**src/rtl/alu_div_seq_pkg.sv**
```systemverilog
// Shared definitions for the sequential divider and the execute-stage ALU:
// operand width, ALU opcodes, divider states and two's-complement helpers.
package alu_div_seq_pkg;

  localparam int DIV_W = 32;

  localparam logic [2:0] ALU_OP_AND = 3'b000;
  localparam logic [2:0] ALU_OP_OR  = 3'b001;
  localparam logic [2:0] ALU_OP_ADD = 3'b010;
  localparam logic [2:0] ALU_OP_SUB = 3'b110;
  localparam logic [2:0] ALU_OP_SLT = 3'b111;

  typedef enum logic [1:0] {
    ST_IDLE = 2'd0,
    ST_CALC = 2'd1,
    ST_DONE = 2'd2
  } div_state_e;

  function automatic logic [DIV_W-1:0] f_neg(input logic [DIV_W-1:0] v);
    return (~v) + {{(DIV_W-1){1'b0}}, 1'b1};
  endfunction

  // 32'h8000_0000 maps onto itself, which is the correct unsigned magnitude
  function automatic logic [DIV_W-1:0] f_abs(input logic [DIV_W-1:0] v);
    return v[DIV_W-1] ? f_neg(v) : v;
  endfunction

endpackage

```
**src/rtl/alu_div_seq_div_sign_fix.sv**
```systemverilog
// Combinational sign handling for the divider: operand magnitudes at accept and
// result sign correction at completion. Present only when ALU_DIV_SIGNED_EN is defined.
`ifdef ALU_DIV_SIGNED_EN
module div_sign_fix
  import alu_div_seq_pkg::*;
(
  input  logic [DIV_W-1:0] i_dividend,
  input  logic [DIV_W-1:0] i_divisor,
  input  logic [DIV_W-1:0] i_q_mag,
  input  logic [DIV_W-1:0] i_r_mag,
  input  logic             i_neg_q,
  input  logic             i_neg_r,
  output logic [DIV_W-1:0] o_dividend_mag,
  output logic [DIV_W-1:0] o_divisor_mag,
  output logic [DIV_W-1:0] o_quotient,
  output logic [DIV_W-1:0] o_remainder
);

  assign o_dividend_mag = f_abs(i_dividend);
  assign o_divisor_mag  = f_abs(i_divisor);
  assign o_quotient     = i_neg_q ? f_neg(i_q_mag) : i_q_mag;
  assign o_remainder    = i_neg_r ? f_neg(i_r_mag) : i_r_mag;

endmodule
`endif

```
**src/rtl/alu_div_seq.sv**
```systemverilog
// 32-bit restoring divider that borrows an external ALU for its per-bit subtract.
// Define ALU_DIV_SIGNED_EN for two's-complement operands (default: unsigned only).
module alu_div_seq
  import alu_div_seq_pkg::*;
#(
  parameter int DATA_WIDTH = 32
) (
  input  logic                  clk,
  input  logic                  resetn,
  input  logic                  in_valid,
  output logic                  in_ready,
  input  logic [DATA_WIDTH-1:0] dividend,
  input  logic [DATA_WIDTH-1:0] divisor,
  output logic                  out_valid,
  input  logic                  out_ready,
  output logic [DATA_WIDTH-1:0] quotient,
  output logic [DATA_WIDTH-1:0] remainder,
  output logic                  div_by_zero,
  output logic [DATA_WIDTH-1:0] alu_A,
  output logic [DATA_WIDTH-1:0] alu_B,
  output logic [2:0]            alu_op,
  input  logic [DATA_WIDTH-1:0] alu_result,
  input  logic                  alu_carryout
);

  div_state_e r_state, w_next_state;

  logic [DATA_WIDTH-1:0] r_q, r_r, r_div;
  logic [4:0]            r_cnt;
  logic [DATA_WIDTH-1:0] r_quotient, r_remainder;
  logic                  r_dbz;

  logic                  w_accept, w_div_zero, w_sub;
  logic [DATA_WIDTH-1:0] w_s, w_r_next, w_q_next, w_q_fin, w_r_fin;
  logic [DATA_WIDTH-1:0] w_dvd_mag, w_dvs_mag;

  assign w_accept   = (r_state == ST_IDLE) && in_valid;
  assign w_div_zero = (divisor == '0);
  assign w_s        = {r_r[DATA_WIDTH-2:0], r_q[DATA_WIDTH-1]};
  // r[31] set means the shifted value is really 33 bits, so it always exceeds the divisor
  assign w_sub      = r_r[DATA_WIDTH-1] | ~alu_carryout;
  assign w_r_next   = w_sub ? alu_result : w_s;
  assign w_q_next   = {r_q[DATA_WIDTH-2:0], w_sub};

`ifdef ALU_DIV_SIGNED_EN
  logic r_neg_q, r_neg_r;

  div_sign_fix u_sign_fix (
    .i_dividend     (dividend),
    .i_divisor      (divisor),
    .i_q_mag        (w_q_next),
    .i_r_mag        (w_r_next),
    .i_neg_q        (r_neg_q),
    .i_neg_r        (r_neg_r),
    .o_dividend_mag (w_dvd_mag),
    .o_divisor_mag  (w_dvs_mag),
    .o_quotient     (w_q_fin),
    .o_remainder    (w_r_fin)
  );

  // Sign flags captured at accept for the final correction
  always_ff @(posedge clk or negedge resetn) begin
    if (!resetn) begin
      r_neg_q <= 1'b0;
      r_neg_r <= 1'b0;
    end else if (w_accept) begin
      r_neg_q <= dividend[DATA_WIDTH-1] ^ divisor[DATA_WIDTH-1];
      r_neg_r <= dividend[DATA_WIDTH-1];
    end
  end
`else
  assign w_dvd_mag = dividend;
  assign w_dvs_mag = divisor;
  assign w_q_fin   = w_q_next;
  assign w_r_fin   = w_r_next;
`endif

  // State register
  always_ff @(posedge clk or negedge resetn) begin
    if (!resetn) r_state <= ST_IDLE;
    else         r_state <= w_next_state;
  end

  // Next-state logic
  always_comb begin
    w_next_state = r_state;
    case (r_state)
      ST_IDLE: begin
        if (in_valid) w_next_state = w_div_zero ? ST_DONE : ST_CALC;
        else          w_next_state = ST_IDLE;
      end
      ST_CALC: begin
        if (r_cnt == 5'd0) w_next_state = ST_DONE;
        else               w_next_state = ST_CALC;
      end
      ST_DONE: begin
        if (out_ready) w_next_state = ST_IDLE;
        else           w_next_state = ST_DONE;
      end
      default: w_next_state = ST_IDLE;
    endcase
  end

  // Working registers and result capture
  always_ff @(posedge clk or negedge resetn) begin
    if (!resetn) begin
      r_q         <= '0;
      r_r         <= '0;
      r_div       <= '0;
      r_cnt       <= 5'd0;
      r_quotient  <= '0;
      r_remainder <= '0;
      r_dbz       <= 1'b0;
    end else if (w_accept) begin
      r_q   <= w_dvd_mag;
      r_r   <= '0;
      r_div <= w_dvs_mag;
      r_cnt <= 5'd31;
      if (w_div_zero) begin
        r_quotient  <= '1;
        r_remainder <= dividend;
        r_dbz       <= 1'b1;
      end
    end else if (r_state == ST_CALC) begin
      r_q   <= w_q_next;
      r_r   <= w_r_next;
      r_cnt <= r_cnt - 5'd1;
      if (r_cnt == 5'd0) begin
        r_quotient  <= w_q_fin;
        r_remainder <= w_r_fin;
        r_dbz       <= 1'b0;
      end
    end
  end

  // ALU operands are only presented while iterating
  always_comb begin
    alu_A = '0;
    alu_B = '0;
    if (r_state == ST_CALC) begin
      alu_A = w_s;
      alu_B = r_div;
    end else begin
      alu_A = '0;
      alu_B = '0;
    end
  end

  assign alu_op      = ALU_OP_SUB;
  assign in_ready    = (r_state == ST_IDLE);
  assign out_valid   = (r_state == ST_DONE);
  assign quotient    = r_quotient;
  assign remainder   = r_remainder;
  assign div_by_zero = r_dbz;

endmodule

```
**config.mk**
```make
export PLATFORM = sky130hd
export DESIGN_NAME = alu_div_seq
export DESIGN_NICKNAME = d
export VERILOG_FILES = /design/src/rtl/alu_div_seq_pkg.sv /design/src/rtl/alu_div_seq_div_sign_fix.sv /design/src/rtl/alu_div_seq.sv
export SDC_FILE = /design/constraint.sdc
export NUM_CORES = 1
export LEC_CHECK = 0
export ABC_AREA = 1
export CORE_AREA = 4 4 101 174
export CTS_CLUSTER_SIZE = 10
export DETAILED_ROUTE_END_ITERATION = 6
export DIE_AREA = 0 0 105 178
export PLACE_DENSITY = 0.89
export SKIP_CTS_REPAIR_TIMING = 1
export SKIP_LAST_GASP = 1
export SLEW_MARGIN = 20
export SYNTH_ARGS = -nofsm -noshare
export SYNTH_HDL_FRONTEND = slang
export SYNTH_HIERARCHICAL = 1
export SYNTH_SLANG_ARGS = --single-unit
```
**constraint.sdc**
```tcl
create_clock -name clk -period 2.9 [get_ports clk]
set_input_delay 0.87 -clock clk [delete_from_list [all_inputs] [get_ports clk]]
set_output_delay 0.87 -clock clk [all_outputs]
set_load 0.005 [all_outputs]
```
# After elaboration in Yosys (flattened, before gate mapping)
# Index checks and enable logic that the tools add are counted.
# word_totals
ff_bits	168
latch_bits	0
ramBits	0
mem_bits_ro	0
in_bits	101
out_inout_bits	134
wordCells	47
mem_count	0
# classes
addsub	1
multipliers	0
div	0
n_lt_le_gt_ge	0
n_eq_ne	3
n_shift	0
mux	26
bitwise	2
reduce_logical	7
# op_table
cell	n
two-way mux 32 bit	15
zero test 32 bit	1
two-way mux 5 bit	2
two-way mux 2 bit	4
one-hot mux 2 bit (3 select lines)	1
zero test 5 bit	1
subtractor 5 x 1 -> 5 bit, second input constant	1
two-way mux 1 bit	4
nonzero test 2 bit	2
AND reduction 3 bit	1
== test 2 x 1 -> 1 bit, second input constant	1
== test 2 bit, second input constant	1
zero test 2 bit	1
inequality test 2 x 1 -> 1 bit, second input constant	1
logical AND 1 bit	1
inverter 1 bit	1
OR 1 bit	1

# Logic depth before layout (Yosys ltp)
# depth
depth_word	6
ltp_mapped	13
mapped_depth_nobuf	10

# Worst setup path before layout
# No wires, ideal clock.
# synth_timing
path_kind	in2reg
from	input port divisor[7]
to	register r_state[0]
setup_time_ns	0.134
t_arrival_ns	1.809
required_ns	2.766
path_slack_ns	0.957
stages	8
path_buffers	2
cell_sequence	nor2_1 nand2_1 nor2_1 nand2_1 o21ai_1 buf_2 buf_2 o21ai_0
# synth_via
elab_chain_cells	4
# synth_rtl
item	line_no	text
from (decl)	alu_div_seq.sv:13	input logic [DATA_WIDTH-1:0] divisor,
zero test 32 bit	alu_div_seq.sv:38	assign w_div_zero = (divisor == '0);
two-way mux 2 bit (2 in series)	alu_div_seq.sv:89	if (in_valid) w_next_state = w_div_zero ? ST_DONE : ST_CALC;
one-hot mux 2 bit (3 select lines)	alu_div_seq.sv:87	case (r_state)
net w_next_state[0]	alu_div_seq.sv:26	div_state_e r_state, w_next_state;
to (signal assigned)	alu_div_seq.sv:81	else r_state <= w_next_state;
to (decl)	alu_div_seq.sv:26	
# The timed path passes the listed nets, and every way through them passes these cells.
# A chain may end at the register's enable or synchronous reset.

# Worst setup path after layout
# layout_timing
from	register r_state[1]
to	output port alu_A[31]
# layout_via
elab_chain_cells	2
# layout_rtl
item	line_no	text
== test 2 x 1 -> 1 bit	alu_div_seq.sv:140	if (r_state == ST_CALC) begin
two-way mux 32 bit	alu_div_seq.sv:140	
to (decl)	alu_div_seq.sv:19	output logic [DATA_WIDTH-1:0] alu_A,
# No other way between the ends.

==> flow_summary.yaml <==
timing:
  period_minus_slack_ps: 2820
  slew_viol_final: 0
  max_freq_mhz: 355
  fin_hold_ws_ps: 433
  finalWorstSetupSlack_ps: 81.1
  rsz0062_at_grt: "no"
  period_share: 0.972
  max_slew_margin: 0.601
  tightest_slew_ps: 599
  finalSetupViolations: 0
  worst_clock_skew_ps: 9.61
  finalHoldViolCount: 0
die:
  die_x_um: 105
  fp.dieH_um: 178
  io_pins: 235
  coreArea_um2: 16000
  rows: 61
  die_area_um2: 18700
  start_util: 0.513
synth:
  synth.area.top_cells: "dfrtp_1 (51%), nand2_1 (14%), o21ai_0 (11%), nor2_1 (6.6%), inv_1 (6.2%)"
  synthArstFlopShare: 1.00
  postSynthCellCount: 1109
  synth_edf_count: 0
  synth-main-ff-cell: "dfrtp_1"
  synth_cell_type_count: 22
  seq_area_frac_synth: 0.511
  ys_ff_latch: 168
  yosysTopAreaCell: "dfrtp_1"
  syn_area_per_cell_um2: 7.41
  ys_warn_count: 6
  synth_top_area_share: 0.511
  syn_area_um2: 8220
setup_path:
  arrival_ps: 1950
  worst_path_max_delay_cell: "clkdlybuf4s50_1"
  crit_start: "r_state[1]"
  cpPeakStageDelay_ps: 570
  criticalPathCategory: "reg2out"
  cp_num_buf_inv: 3
  start_kind: "register"
  crit_family: "buffers and inverters"
  regToRegSetupSlack_ps: 830
  end_kind: "output port"
  r2r-start: "r_state[0]"
  path_max_fanout: 53
  cp.required_ps: 2030
  path_cells: "inv_1 > nand2_2 > buf_6 > nor2_1 > clkdlybuf4s50_1"
layout:
  n_fill_cell: 1254
  layout-drive-gt1-share: 0.0499
  area.sequential_um2: 4200
  final_cell_mix: "nand2_1 (312), clkdlybuf4s50_1 (228), o21ai_0 (178)"
  areaGrowthSynthToFinish_pct: 37.0
  multiInputGateArea_um2: 3140
  final_common_cell: "nand2_1"
  num_antenna_cells: 0
  layoutNonFillerInstCount: 1512
  final_util: 0.703
  finalNetCount: 1412
place:
  placedCellCount: 1480
  gp_congestion: 0.893
  dp.final_hpwl_um: 18600
  port_buffers: 231
  dp_slack_ps: 254
grt:
  grt-ovfl-total: 0
  grt_max_degree: 70
  grt_pass1_wl_um: 40200
  grtUsageTotal: 0.273
  antenna_found_initial: 0
  grt_pass1_vias: 8079
drt:
  ant_nets: 0
  wire_per_inst_um: 16.5
  via_count: 7866
  first_iter_violations: 370
  first_pass_iters: 7
  drt-vias-per-instance: 5.20
  routed_wl_um: 24900
  drc: 0
clock_network:
  cts_buffers: 17
  cts.sinks: 168
  cts_root_buf: "clkbuf_16"
  clkTransAtPathRegs_ps: 70
  tritoncts: "done"
  clk_latency_ps: 410
  htreeDepth: 4
  clk_path_buf_depth: 2
power_and_ir_drop:
  p_total_mw: 11.9
  power_leakage_nw: 5.56
  powerDensity_nw_per_um2: 1060
  vdd_ir_drop_max_v: 0.000617
run_status:
  status: "completed"
worst_hold_path:
  hp-class: "in2async"
job:
  cap_viol_max_count: 0
==> cells by family after synthesis <==
logic type | count (synthesis) | synth area share
AOI/OAI and AO/OA | 193 | 0.119
adders and majority gates | 1 | 0.00152
buffers and inverters | 212 | 0.110
DFF | 168 | 0.511
other | 2 | 0.000914
and+or+nand+nor | 533 | 0.256
==> per-stage QoR <==
stage | TNS (ps) | cell area, um2
floorplan | 0 | 8220
global placement | 0 | 10700
detailed placement | 0 | 10700
CTS | -110 | 11300
global route | 0 | 11300
finish | 0 | 11300
==> flip-flops by register name, indices dropped and copies added (netlist names) <==
signal,count
quotient,32
div_by_zero,1
r_cnt,5
r_div,32
remainder,32
r_q,32
r_state,2
r_r,32
==> final cells by class <==
| cell class | count | share of cell area |
|---|---|---|
| Clock inverter | 11 | 0.0101 |
| Tap cell | 189 | 0.0210 |
| Sequential cell | 168 | 0.373 |
| Timing Repair Buffer | 256 | 0.231 |
| Inverter | 137 | 0.0458 |
| Clock buffer | 21 | 0.0400 |
| Multi-Input combinational cell | 730 | 0.279 |
==> where the power goes <==
group | leakage [nW] | switching (mW) | internal, mW
sequential | 2.10 | 0.495 | 3.42
combinational | 3.19 | 3.22 | 2.61
clock | 0.265 | 0.954 | 1.22
total | 5.56 | 4.67 | 7.24
==> worst paths after layout <==
path                           endpoint  cells after the start
max                           alu_A[31]                      5
min                        quotient[12]                      1
max reg2reg                 quotient[9]                     11
min reg2reg                 quotient[1]                      2
max in group asynchronous      r_div[3]                      2
min in group clk            quotient[1]                      2
==> per-layer routing <==
layer | vias to the layer above | wire length, um | GRT usage
li1 | 3821 | - | -
met1 | 3686 | 8570 | 0.283
met2 | 299 | 13500 | 0.510
met3 | 60 | 1700 | 0.0714
met4 | 0 | 1140 | 0.129
met5 | - | 0 | 0
==> cell usage after synthesis, types with 2 or more instances <==
cell type and number:
nor2_1 144, conb_1 2, o221ai_1 3, buf_4 9
o21ai_0 178, buf_6 7, o21ai_1 9, clkbuf_1 41
dfrtp_1 168, buf_2 18, inv_1 135, nand2_1 317
nand3_1 69
==> worst reg2reg max path: stages (launching register included) <==
cell and delay (ps):
dfrtp_1 410, nand2_2 110, buf_4 260, clkinv_2 140
nand3b_4 100, nor2_2 40, nand2_1 100, nand2_2 210
nand2_2 190, buf_12 250, nand2_1 120, nand2_1 70
No activity file was read; power rests on OpenSTA's default activity.
